$ cat config.mk
export PLATFORM = sky130hd
export DESIGN_NAME = fbcpu_mem_arbiter
export DESIGN_NICKNAME = d
export VERILOG_FILES = /design/src/rtl/fbcpu_mem_arbiter.sv
export SDC_FILE = /design/constraint.sdc
export NUM_CORES = 1
export LEC_CHECK = 0
export CAP_MARGIN = 5
export CORE_UTILIZATION = 21
export CTS_BUF_LIST = sky130_fd_sc_hd__clkbuf_2 sky130_fd_sc_hd__clkbuf_4 sky130_fd_sc_hd__clkbuf_8
export DETAILED_ROUTE_END_ITERATION = 7
export PLACE_DENSITY = 0.81
export SYNTH_ARGS = -nofsm -noshare
export SYNTH_HDL_FRONTEND = slang
export SYNTH_SLANG_ARGS = --single-unit
$ cat constraint.sdc
create_clock -name clk -period 1.4 [get_ports clk]
set_input_delay 0.14 -clock clk [delete_from_list [all_inputs] [get_ports clk]]
set_output_delay 0.14 -clock clk [all_outputs]
set_load 0.01 [all_outputs]
$ cat src/rtl/fbcpu_mem_arbiter.sv
// Two-port round-robin arbiter for the shared 64x10 FBCPU RAM, port B bus lock.
// Define FBCPU_ARB_WPROT_EN to block port B writes below PROT_BASE.
module fbcpu_mem_arbiter #(
  parameter int ADDRESS_WIDTH = 6,
  parameter int DATA_WIDTH    = 10,
  parameter int PROT_BASE     = 16
) (
  input  logic                     clk,
  input  logic                     rst,
  input  logic                     req_a,
  input  logic                     we_a,
  input  logic [ADDRESS_WIDTH-1:0] addr_a,
  input  logic [DATA_WIDTH-1:0]    wdata_a,
  output logic                     gnt_a,
  output logic                     rvalid_a,
  output logic [DATA_WIDTH-1:0]    rdata_a,
  input  logic                     req_b,
  input  logic                     we_b,
  input  logic [ADDRESS_WIDTH-1:0] addr_b,
  input  logic [DATA_WIDTH-1:0]    wdata_b,
  input  logic                     lock_b,
  output logic                     gnt_b,
  output logic                     rvalid_b,
  output logic [DATA_WIDTH-1:0]    rdata_b,
  output logic                     err_b,
  output logic [ADDRESS_WIDTH-1:0] MAR,
  output logic                     RAMWr,
  output logic [DATA_WIDTH-1:0]    MDRIn,
  input  logic [DATA_WIDTH-1:0]    MDROut
);

  localparam logic [0:0] ST_OPEN   = 1'b0;
  localparam logic [0:0] ST_LOCKED = 1'b1;

  localparam logic [ADDRESS_WIDTH-1:0] PROT_ADDR =
    ADDRESS_WIDTH'(PROT_BASE);

`ifdef FBCPU_ARB_WPROT_EN
  localparam bit WPROT = 1'b1;
`else
  localparam bit WPROT = 1'b0;
`endif

  logic [0:0] state_q, state_d;
  logic       last_b_q, last_b_d;
  logic       rvalid_a_q, rvalid_a_d;
  logic       rvalid_b_q, rvalid_b_d;
  logic       err_b_q, err_b_d;
  logic       prot_hit;

  assign prot_hit = WPROT && we_b && (addr_b < PROT_ADDR);

  always_comb begin
    gnt_a = 1'b0;
    gnt_b = 1'b0;
    if (rst) begin
      if (state_q == ST_LOCKED) begin
        gnt_b = req_b;
      end else if (req_a && req_b) begin
        // last_b_q=1 means B won last, so A goes now
        gnt_a = last_b_q;
        gnt_b = !last_b_q;
      end else begin
        gnt_a = req_a;
        gnt_b = req_b;
      end
    end
  end

  always_comb begin
    MAR   = '0;
    RAMWr = 1'b0;
    MDRIn = '0;
    if (gnt_a) begin
      MAR   = addr_a;
      RAMWr = we_a;
      MDRIn = wdata_a;
    end else if (gnt_b) begin
      MAR   = addr_b;
      RAMWr = we_b && !prot_hit;
      MDRIn = wdata_b;
    end
  end

  always_comb begin
    state_d    = state_q;
    last_b_d   = last_b_q;
    rvalid_a_d = gnt_a && !we_a;
    rvalid_b_d = gnt_b && !we_b;
    err_b_d    = gnt_b && prot_hit;
    if (gnt_a) last_b_d = 1'b0;
    if (gnt_b) last_b_d = 1'b1;
    if (state_q == ST_OPEN) begin
      if (gnt_b && lock_b) state_d = ST_LOCKED;
    end else begin
      if (!lock_b) state_d = ST_OPEN;
    end
  end

  always_ff @(posedge clk) begin
    if (!rst) begin
      state_q    <= ST_OPEN;
      last_b_q   <= 1'b1;
      rvalid_a_q <= 1'b0;
      rvalid_b_q <= 1'b0;
      err_b_q    <= 1'b0;
    end else begin
      state_q    <= state_d;
      last_b_q   <= last_b_d;
      rvalid_a_q <= rvalid_a_d;
      rvalid_b_q <= rvalid_b_d;
      err_b_q    <= err_b_d;
    end
  end

  // a reset landing on the return cycle discards the read
  assign rvalid_a = rvalid_a_q && rst;
  assign rvalid_b = rvalid_b_q && rst;
  assign rdata_a  = rvalid_a ? MDROut : '0;
  assign rdata_b  = rvalid_b ? MDROut : '0;
  assign err_b    = err_b_q;

endmodule

---- Yosys cells after proc, flatten, opt, wreduce, memory -nomap -nowiden ----
Index checks and enable logic that the tools add are counted.
operators by class
  multiplexer cells ....................... 17
  bitwise gates (word level) .............. 1
  reduce and logical (&&, ||, !) cells .... 10
operators by type and width
  kind                count
  10-bit two-way mux  4
  6-bit two-way mux   2
  1-bit two-way mux   11
  1-bit logical AND   6
  1-bit logical NOT   3
  2-bit OR reduction  1
  1-bit inverter      1
word-level totals
  register bits after elaboration ......... 4
  word-level logic and storage cells ...... 32

---- Logic depth before layout (Yosys ltp) ----
Gate-level depths: netlist of the first run.
  word-level depth ........................ 7
  depth in mapped cells ................... 4

---- Worst setup path after synthesis of the first run ----
No wires, ideal clock.
  path kind ............................... register to output
  start ................................... register state_q
  end ..................................... output MDRIn[5]
  data arrival time ....................... 1,074 ps
  required time ........................... 1,260 ps
  path slack .............................. 186 ps
  cell stages (with the launch flop) ...... 5
  cell sequence ........................... dfxtp_1 and3b_1 nor2_4 buf_4 a22o_1
on the way
  word-level cells in the longest chain between the ends .. 4
  elaborated cells on any way between the ends .. 6
  those cells by class .................... mux: 6
RTL lines
  what                    RTL line  text
  from (decl)             44        logic [0:0] state_q, state_d;
  from (signal assigned)  108       state_q <= state_d;
  1-bit two-way mux       57        if (state_q == ST_LOCKED) begin
  1-bit two-way mux       56        if (rst) begin
  named net gnt_b         22        output logic gnt_b,
  10-bit two-way mux      78        end else if (gnt_b) begin
  10-bit two-way mux      74        if (gnt_a) begin
  to (decl)               28        output logic [DATA_WIDTH-1:0] MDRIn,
The timed path passes the listed nets, and every way through them passes these cells.

---- Worst setup path in the final report of the first run ----
  start ................................... register state_q
  end ..................................... output MDRIn[8]
on the way
  word-level cells in the longest chain between the ends .. 4
  elaborated cells on any way between the ends .. 6
  those cells by class .................... mux: 6
RTL lines
  what                    RTL line
  1-bit two-way mux       57
  1-bit two-way mux       56
  10-bit two-way mux      78
  10-bit two-way mux (*)  74
Every way passes the cells marked *; elsewhere a longest branch is shown, timed or not.

==> results of run 1 <==
-- area by class of cell --
| type | count | area share (%) |
|---|---|---|
| Sequential cell | 4 | 5.72 |
| Tap cell | 28 | 2.23 |
| Inverter | 1 | 0.238 |
| Multi-Input combinational cell | 53 | 26.6 |
| Clock buffer | 3 | 1.43 |
| Timing Repair Buffer | 100 | 63.8 |
-- cell usage after synthesis (all sizes together) --
library cell / n / area share, %
dfxtp: 4 / 15
and3: 20 / 25
and3b: 1 / 1.7
clkbuf: 4 / 2.9
nand2: 3 / 2.2
a22o: 17 / 30
nor2: 3 / 3.6
inv: 1 / 0.72
a21oi: 2 / 4.1
and2b: 1 / 1.4
and2: 2 / 2.4
nor3: 1 / 0.96
o21ai: 1 / 0.96
nand3b: 1 / 2.2
conb: 1 / 0.72
buf: 3 / 5.8
-- sequential cells by signal, indices dropped and copies added, names as in the netlist --
register,count
last_b_q,1
rvalid_a_q,1
rvalid_b_q,1
state_q,1
-- logic make-up after synthesis --
family / count (synthesis) / share of synthesized area, %
flip-flops: 4 / 15.3
AND/OR/NAND/NOR: 32 / 39.1
other: 1 / 0.719
AO/OA/AOI/OAI: 20 / 35.5
buffers and inverters: 8 / 9.35
-- worst max-delay path, delay by kind of cell (launching register included) --
kind / cells / cell delay, ps
buffers and inverters: 3 / 390
flip-flops: 1 / 330
AO/OA/AOI/OAI: 2 / 300
AND/OR/NAND/NOR: 1 / 140
-- routing by layer --
metal	GRT usage [%]	vias up	routed length [um]
li1	-	440	-
met1	19.8	387	1000
met2	35.9	63	1430
met3	5.26	4	273
met4	6.76	0	41
met5	0	-	0
-- worst max path at each step --
stage	endpoint	startpoint	slack [ps]	depth (start not counted)
floorplan	MDRIn[5]	state_q$_SDFF_PN0_	190	4
global placement	MDRIn[3]	rst	-540	6
detailed placement	MDRIn[8]	rst	-560	6
CTS	MDRIn[8]	state_q$_SDFF_PN0_	-130	6
global route	MDRIn[8]	state_q$_SDFF_PN0_	-170	6
finish	MDRIn[8]	state_q$_SDFF_PN0_	-130	6
-- timing repair --
action | 4_1_cts | 5_1_grt
buffers inserted | 2 | 1
endpoints found under the setup margin | 41 | 19
endpoints found under the hold margin | 0 | 0
pin swaps | 9 | 1
gates cloned | 2 | 1
resized for setup | 120 | 5
-- power groups by stage --
stage          clock (mW)  sequential (mW)  combinational, mW
2_1_floorplan           0            0.125              0.123
5_1_grt             0.159            0.128              0.438
6_report            0.142            0.127              0.412
3_5_place_dp            0            0.129              0.385
3_3_place_gp            0            0.129              0.377
4_1_cts             0.150            0.126              0.402
==> impl_metrics.ini, run 1 <==
[run_status]
outcome = complete, but fails checks
failed_checks = setup timing

[timing]
setup_ws_ps = -133
period_minus_slack_ps = 1530
min_period_over_period_pct = 110
rsz0062_at_grt = true
finClkSkew_ps = 6.75
fin_tns_setup_ps = -1880
timing.fmax_mhz = 652
final-setup-viol-count = 17
slew_violations = 0
holdWs_ps = 292
hold_viol = 0

[cts]
cts_buffers = 3
cts_root_buf = clkbuf_4
cts_sinks = 4
cts_tree = built
postCtsHoldBufs = 0
htreeDepth = 1
clk_path_buf_depth = 2
insertion_delay_ps = 240
clk_pin_slew_worst_paths_ps = 40

[global_route]
grt_max_degree = 24
grt_antenna_before_repair = 0
grt_pass1_vias = 810
grt_use_total_pct = 19.1
gr-total-overflow = 0
grt_pass1_wl_mm = 3.77

[layout]
final_common_cell = clkdlybuf4s50_1
multi_input_area_um2 = 418
final_cell_mix = clkdlybuf4s50_1 (45), dlygate4sd2_1 (24), and3_1 (17), buf_6 (10), buf_2 (10)
nNetsFinal = 212
nFillCells = 200
fin_cells = 189
synthToLayoutAreaGrowth_pct = 202
fin_area_mm2 = 0.00157
ff_latch_area_um2 = 90.1
utilization_pct = 69.2
drive_above_1_share_pct = 32.9
antenna_cells = 0

[logic_synthesis]
syn_nets = 114
avgSynthCellArea_um2 = 8.03
syn_area_um2 = 522
synth_seq_area_share_pct = 15.3
synthCells = 65
yosys_warnings = 0
synth_cell_type_count = 21
synth_seq_cells = 4

[placement]
io_buffer_count = 89
preCtsSetupSlack_ps = -557
place_congestion = 0.710
place_hpwl_mm = 2.03
placed_area_mm2 = 0.00148
place_inst = 182

[pwr]
p_int_uw = 488
p_comb_share_pct = 60.5
p_sw_uw = 194
pwr-share-clk_pct = 20.9
power_density_mw_per_mm2 = 433
p_sw_share_pct = 28.4
p_leak_nw = 0.864
power_uw = 682
peakVddDrop_v = 0.000334
power_frac_seq_pct = 18.6

[route]
ant_nets = 0
drtIter0Drc = 16
routedWlPerCell_um = 14.6
firstDrtPassIters = 4
vias_per_cell = 4.73
vias = 894
drt_wl_total_mm = 2.75
drc = 0

[setup_path]
critPathKind = reg2out
required_ps = 1260
critPathMaxFanout = 9
max_stage_delay_ps = 330
worstSetupStartpointType = flop
r2r_cells = 5
crit_chain = nand3b_4, a21oi_4, buf_12, buf_16, a22o_2, buf_6
r2r-start = state_q$_SDFF_PN0_
crit_path_end_kind = primary output
critPathSlowestCell = dfxtp_2
r2r-end = rvalid_a_q$_SDFF_PN0_
r2r_setup_slack_ps = 340
worstPathArrival_ps = 1390

[flow_run]
drv_cap = 0

[die]
coreArea_mm2 = 0.00228
io_pins = 91
start_util_pct = 22.9
fp.dieW_um = 51.8
die_h_um = 51.8
dieArea_mm2 = 0.00269
rows = 17

[worst_hold_path]
hold_depth = 3
hold_class = in2reg
min_to = state_q$_SDFF_PN0_
worstHoldStart = rst
(Power assumes the default switching activity.)
==> run 2: changes to the inputs <==
--- a/constraint.sdc
+++ b/constraint.sdc
@@ -3,2 +3,2 @@
 set_output_delay 0.14 -clock clk [all_outputs]
-set_load 0.01 [all_outputs]
+set_load 0.05 [all_outputs]
==> impl_metrics.ini, run 2 <==
[placement]
place_hpwl_mm = 2.44
preCtsSetupSlack_ps = -327
place_congestion = 0.805
io_buffer_count = 89

[logic_synthesis]
async_flop_share_pct = 0
synth_seq_cells = 4
synth_seq_area_share_pct = 15.3
synth_top_area_share_pct = 20.4
synth_most_common_cell = and3_1
ys_top_cells_by_area = and3_1 (20%), a22o_2 (15%), dfxtp_1 (15%)
synth_ff_type = dfxtp_1
synth_cell_type_count = 21
syn_nets = 114
synthCells = 65
synth_top_cells_by_count = and3_1 (17), a22o_1 (9), a22o_2 (8), clkbuf_1 (4), dfxtp_1 (4)
syn_area_um2 = 522
avgSynthCellArea_um2 = 8.03
synth-edff-count = 0
yosys.area.top_type = and3_1
yosys_warnings = 0

[run_status]
tool.error = [ERROR DPL-0033] detailed placement checks failed during check placement.
outcome = aborted with a tool error
haltStage = clock tree synthesis

[cts]
postCtsHoldBufs = 0
cts_buffers = 3
post_cts_resized = 26
cts_sinks = 4
htreeDepth = 1
cts_root_buf = clkbuf_4
cts_setup_buffers = 5
clk_path_buf_depth = 2

[die]
rows = 17
start_util_pct = 22.9
fp.dieW_um = 51.8
die_h_um = 51.8
io_pins = 91
## run 2: cell counts after synthesis
Identical to the previous run, type by type.
## run 2: through the flow
stage / TNS, ps / hold slack, ps / instances / utilization (%) / cell area, um2
2_1_floorplan: -433 / 219 / 65 / - / 523
3_3_place_gp: -4820 / 464 / 183 / 82.9 / 1890
3_5_place_dp: -6080 / 523 / 183 / 82.9 / 1890
## run 2: cells by family after synthesis
family,synth area share (%)
compound gates,35.5
simple gates,39.1
other cells,0.719
buf+inv,9.35
flops,15.3
==> run 3: changes to the inputs <==
CORE_AREA = 2 2 63 65   (was not set)
CORE_UTILIZATION = not set   (was 21)
CTS_BUF_LIST = not set   (was sky130_fd_sc_hd__clkbuf_2 sky130_fd_sc_hd__clkbuf_4 sky130_fd_sc_hd__clkbuf_8)
DIE_AREA = 0 0 65 67   (was not set)
PLACE_DENSITY = not set   (was 0.81)
PLACE_DENSITY_LB_ADDON = 0.15   (was not set)
==> impl_metrics.ini, run 3 (synthesis results as in run 1) <==
[die]
fp.dieW_um = 65
start_util_pct = 14.5
io_pins = 91
die_h_um = 67
rows = 22
coreArea_mm2 = 0.00361
dieArea_mm2 = 0.00436

[run_status]
failed_checks = setup timing
outcome = complete, but fails checks

[placement]
place_hpwl_mm = 2.47
place_congestion = 0.691
io_buffer_count = 89

[layout]
drive_above_1_share_pct = 50.3
final_common_cell = clkdlybuf4s50_1
final_cell_mix = clkdlybuf4s50_1 (45), buf_12 (42), and3_1 (17), a22o_4 (15), buf_4 (5)
nFillCells = 291
nNetsFinal = 214
synthToLayoutAreaGrowth_pct = 320
antenna_cells = 0

[setup_path]
worstPathArrival_ps = 1400
cp_common_cell = buf_12
critPathMaxFanout = 9
r2r-start = state_q$_SDFF_PN0_
critPathSlowestCell = dfxtp_2
critPathKind = reg2out
crit_start = last_b_q$_SDFFE_PP1P_
worstSetupStartpointType = flop
required_ps = 1260
crit_chain = and3b_2, nor2_4, buf_12, a22o_1, buf_12
crit_path_end_kind = primary output
max_stage_delay_ps = 330

[global_route]
grt_antenna_before_repair = 0
grt_pass1_wl_mm = 4.43
grt_pass1_vias = 952
gr-total-overflow = 0
grt_max_degree = 25
grt_use_total_pct = 13.4

[cts]
cts_root_buf = clkbuf_8
clk_path_buf_depth = 2
clk_pin_slew_worst_paths_ps = 30
cts_buffers = 3
htreeDepth = 1
insertion_delay_ps = 210
cts_tree = built
cts_sinks = 4

[route]
drt_wl_total_mm = 3.11
drtIter0Drc = 33
drc = 0
firstDrtPassIters = 4
vias_per_cell = 4.38
ant_nets = 0
vias = 925
routedWlPerCell_um = 14.7

[timing]
final-setup-viol-count = 19
timing.fmax_mhz = 651
finClkSkew_ps = 0.486
slew_violations = 0
fin_tns_setup_ps = -2120
rsz0062_at_grt = true
holdWs_ps = 464
min_period_over_period_pct = 110
period_minus_slack_ps = 1540
setup_ws_ps = -137
hold_viol = 0

[flow_run]
drv_cap = 0

[pwr]
power_mw = 1.12
p_leak_nw = 1.00
peakVddDrop_v = 0.000258
power_density_mw_per_mm2 = 511

[worst_hold_path]
worstHoldStart = req_a
hold_class = in2reg
-- run 3: per-stage QoR --
| step | cells | setup slack (ps) | area [um2] | utilization (%) |
|---|---|---|---|---|
| floorplan | 65 | -48.1 | 523 | - |
| global placement | 203 | -200 | 1920 | 53.4 |
| detailed placement | 203 | -215 | 1920 | 53.4 |
| CTS | 208 | -150 | 2010 | 55.9 |
| global route | 211 | -172 | 2190 | 60.7 |
| finish | 211 | -137 | 2190 | 60.7 |
-- run 3: final cells by class --
class	instances	area [um2]	share of cell area, %
timing repair buffer	102	1480	67.5
clock buffer	3	41.3	1.89
inverter	1	3.75	0.171
multi-input combinational	53	524	23.9
tap	48	60.1	2.74
sequential	4	82.6	3.77
-- run 3: final timing paths --
check,to,slack (ps),cells after the start
worst min-delay path,state_q$_SDFF_PN0_,460,4
worst max register to register,rvalid_a_q$_SDFF_PN0_,260,6
worst max-delay path,MDRIn[9],-140,5
worst min register to register,state_q$_SDFF_PN0_,480,2
-- run 3: power by group --
part / total (mW) / switching [mW] / internal, mW
clock network: 0.237 / 0.0543 / 0.183
logic: 0.752 / 0.332 / 0.421
registers: 0.130 / 0.00839 / 0.122
total: 1.12 / 0.394 / 0.725
-- run 3: repair_timing --
action / CTS / global route
setup endpoints to repair: 39 / 19
gates resized for setup: 8 / 20
hold buffers: 0 / 0
gates cloned: 1 / 2
pin swaps: 0 / 6
buffers inserted: 1 / 2
-- run 3: layer usage --
| metal | vias to the layer above | track usage (%) | part of all wire (%) | wire length [um] |
|---|---|---|---|---|
| met5 | - | 0 | 0 | 0 |
| met4 | 0 | 2.39 | 0 | 0 |
| met3 | 0 | 6.93 | 12 | 372 |
| met2 | 62 | 25.0 | 51 | 1590 |
| met1 | 421 | 13.4 | 37 | 1140 |
| li1 | 442 | - | - | - |
-- run 3: critical path, delay by kind of cell (launching register included) --
family	cells	cell delay (ps)
AND/OR/NAND/NOR	2	370
flip-flops	1	330
buffers and inverters	2	300
AO/OA/AOI/OAI	1	170
==> run 4: changes to the inputs <==
PLACE_DENSITY_LB_ADDON = 0.08   (was 0.15)
==> impl_metrics.ini, run 4 (synthesis results as in run 1) <==
[run_status]
outcome = complete, but fails checks
failed_checks = setup timing

[global_route]
grt_antenna_before_repair = 0
grt_pass1_vias = 933
grt_use_total_pct = 13.7
grt_pass1_wl_mm = 4.56
grt_max_degree = 23
gr-total-overflow = 0

[timing]
setup_ws_ps = -110
rsz0062_at_grt = true
slew_violations = 0
timing.fmax_mhz = 662
finClkSkew_ps = 1.39
hold_viol = 0
final-setup-viol-count = 18
min_period_over_period_pct = 108
period_minus_slack_ps = 1510

[pwr]
power_frac_seq_pct = 12.3
p_comb_share_pct = 65.3
p_sw_uw = 370
p_leak_nw = 0.909
pwr-share-clk_pct = 22.3
p_int_uw = 680
power_density_mw_per_mm2 = 520
p_sw_share_pct = 35.2
peakVddDrop_v = 0.000568

[setup_path]
cp_common_cell = buf_12
worstPathArrival_ps = 1370
required_ps = 1260
r2r_setup_slack_ps = 420
critPathSlowestCell = dfxtp_2
worstSetupStartpointType = flop
critPathKind = reg2out
cp_num_buf_inv = 2
critPathMaxFanout = 16
max_stage_delay_ps = 310
crit_path_end_kind = primary output
crit_chain = and3b_2, nor2_4, buf_12, a22o_1, buf_12
cp_top_family = flip-flops

[placement]
preCtsSetupSlack_ps = -235
place_hpwl_mm = 2.49
place_congestion = 0.708
io_buffer_count = 89

[layout]
drive_above_1_share_pct = 46.2
final_common_cell = clkdlybuf4s50_1
ff_latch_area_um2 = 82.6
nFillCells = 338
nNetsFinal = 209
utilization_pct = 56.0
multi_input_area_um2 = 445
final_cell_mix = clkdlybuf4s50_1 (45), buf_12 (43), and3_1 (17), a22o_2 (7)
antenna_cells = 0
synthToLayoutAreaGrowth_pct = 287

[route]
drtIter0Drc = 13
drt_wl_total_mm = 2.88
routedWlPerCell_um = 14.0
drc = 0
ant_nets = 0
vias = 883
vias_per_cell = 4.29
firstDrtPassIters = 2

[die]
io_pins = 91
die_h_um = 67
start_util_pct = 14.5
coreArea_mm2 = 0.00361
dieArea_mm2 = 0.00436
fp.dieW_um = 65
rows = 22

[cts]
clk_path_buf_depth = 2
cts_sinks = 4
cts_buffers = 3
cts_root_buf = clkbuf_8
insertion_delay_ps = 210
clk_pin_slew_worst_paths_ps = 30
htreeDepth = 1
postCtsHoldBufs = 0
cts_tree = built

[flow_run]
drv_cap = 0

[worst_hold_path]
hold_class = in2reg
[run 4: changes by cell type in the layout (fill, tap and decap cells not counted), sizes merged]
| cell | change |
|---|---|
| clkbuf | -2 |
| buf | -3 |
[run 4: area by class of cell]
class	instances	share of cell area, %
clock buffer	3	2.04
inverter	1	0.186
multi-input combinational	53	22.1
sequential	4	4.09
tap	48	2.97
timing repair buffer	97	68.6
[run 4: tightest hold or removal path: stages]
cell	delay, ps
dlygate4sd2_1	310
a21oi_1	90
nor2_1	70
[run 4: path summary, 6_finish.rpt]
kind,to,from,depth (start not counted)
max,MAR[5],state_q$_SDFF_PN0_,5
min,state_q$_SDFF_PN0_,req_b,3
max reg2reg,rvalid_a_q$_SDFF_PN0_,state_q$_SDFF_PN0_,4
min reg2reg,state_q$_SDFF_PN0_,state_q$_SDFF_PN0_,2
[run 4: metal layers]
| metal | GRT usage (%) | vias up | wire, um |
|---|---|---|---|
| met1 | 13.5 | 402 | 958 |
| met2 | 27.8 | 45 | 1660 |
| met4 | 2.39 | 0 | 34 |
| met3 | 4.22 | 4 | 229 |
| met5 | 0 | - | 0 |
| li1 | - | 432 | - |
[run 4: per-stage QoR]
stage | instances | power [mW] | hold WS [ps] | setup TNS [ps] | cell area (um2)
2_1_floorplan | 65 | 0.401 | 219 | -433 | 523
3_3_place_gp | 202 | 0.791 | 468 | -4230 | 1920
3_5_place_dp | 202 | 0.801 | 483 | -4210 | 1920
4_1_cts | 206 | 1.06 | 440 | -1780 | 2010
5_1_grt | 206 | 1.10 | 466 | -2350 | 2020
6_report | 206 | 1.05 | 442 | -1660 | 2020
[run 4: power by group through the flow]
| stage | sequential, mW | combinational [mW] | clock [mW] |
|---|---|---|---|
| after floorplan | 0.125 | 0.276 | 0 |
| after global placement | 0.130 | 0.661 | 0 |
| after detailed placement | 0.130 | 0.670 | 0 |
| after CTS | 0.130 | 0.688 | 0.242 |
| after global routing | 0.131 | 0.714 | 0.257 |
| final | 0.129 | 0.686 | 0.235 |
[run 4: timing repair]
| action | in CTS | in global routing |
|---|---|---|
| endpoints found under the setup margin | 40 | 18 |
| setup buffers | 2 | 0 |
| gates resized for setup | 12 | 1 |
| pin swaps | 7 | 1 |
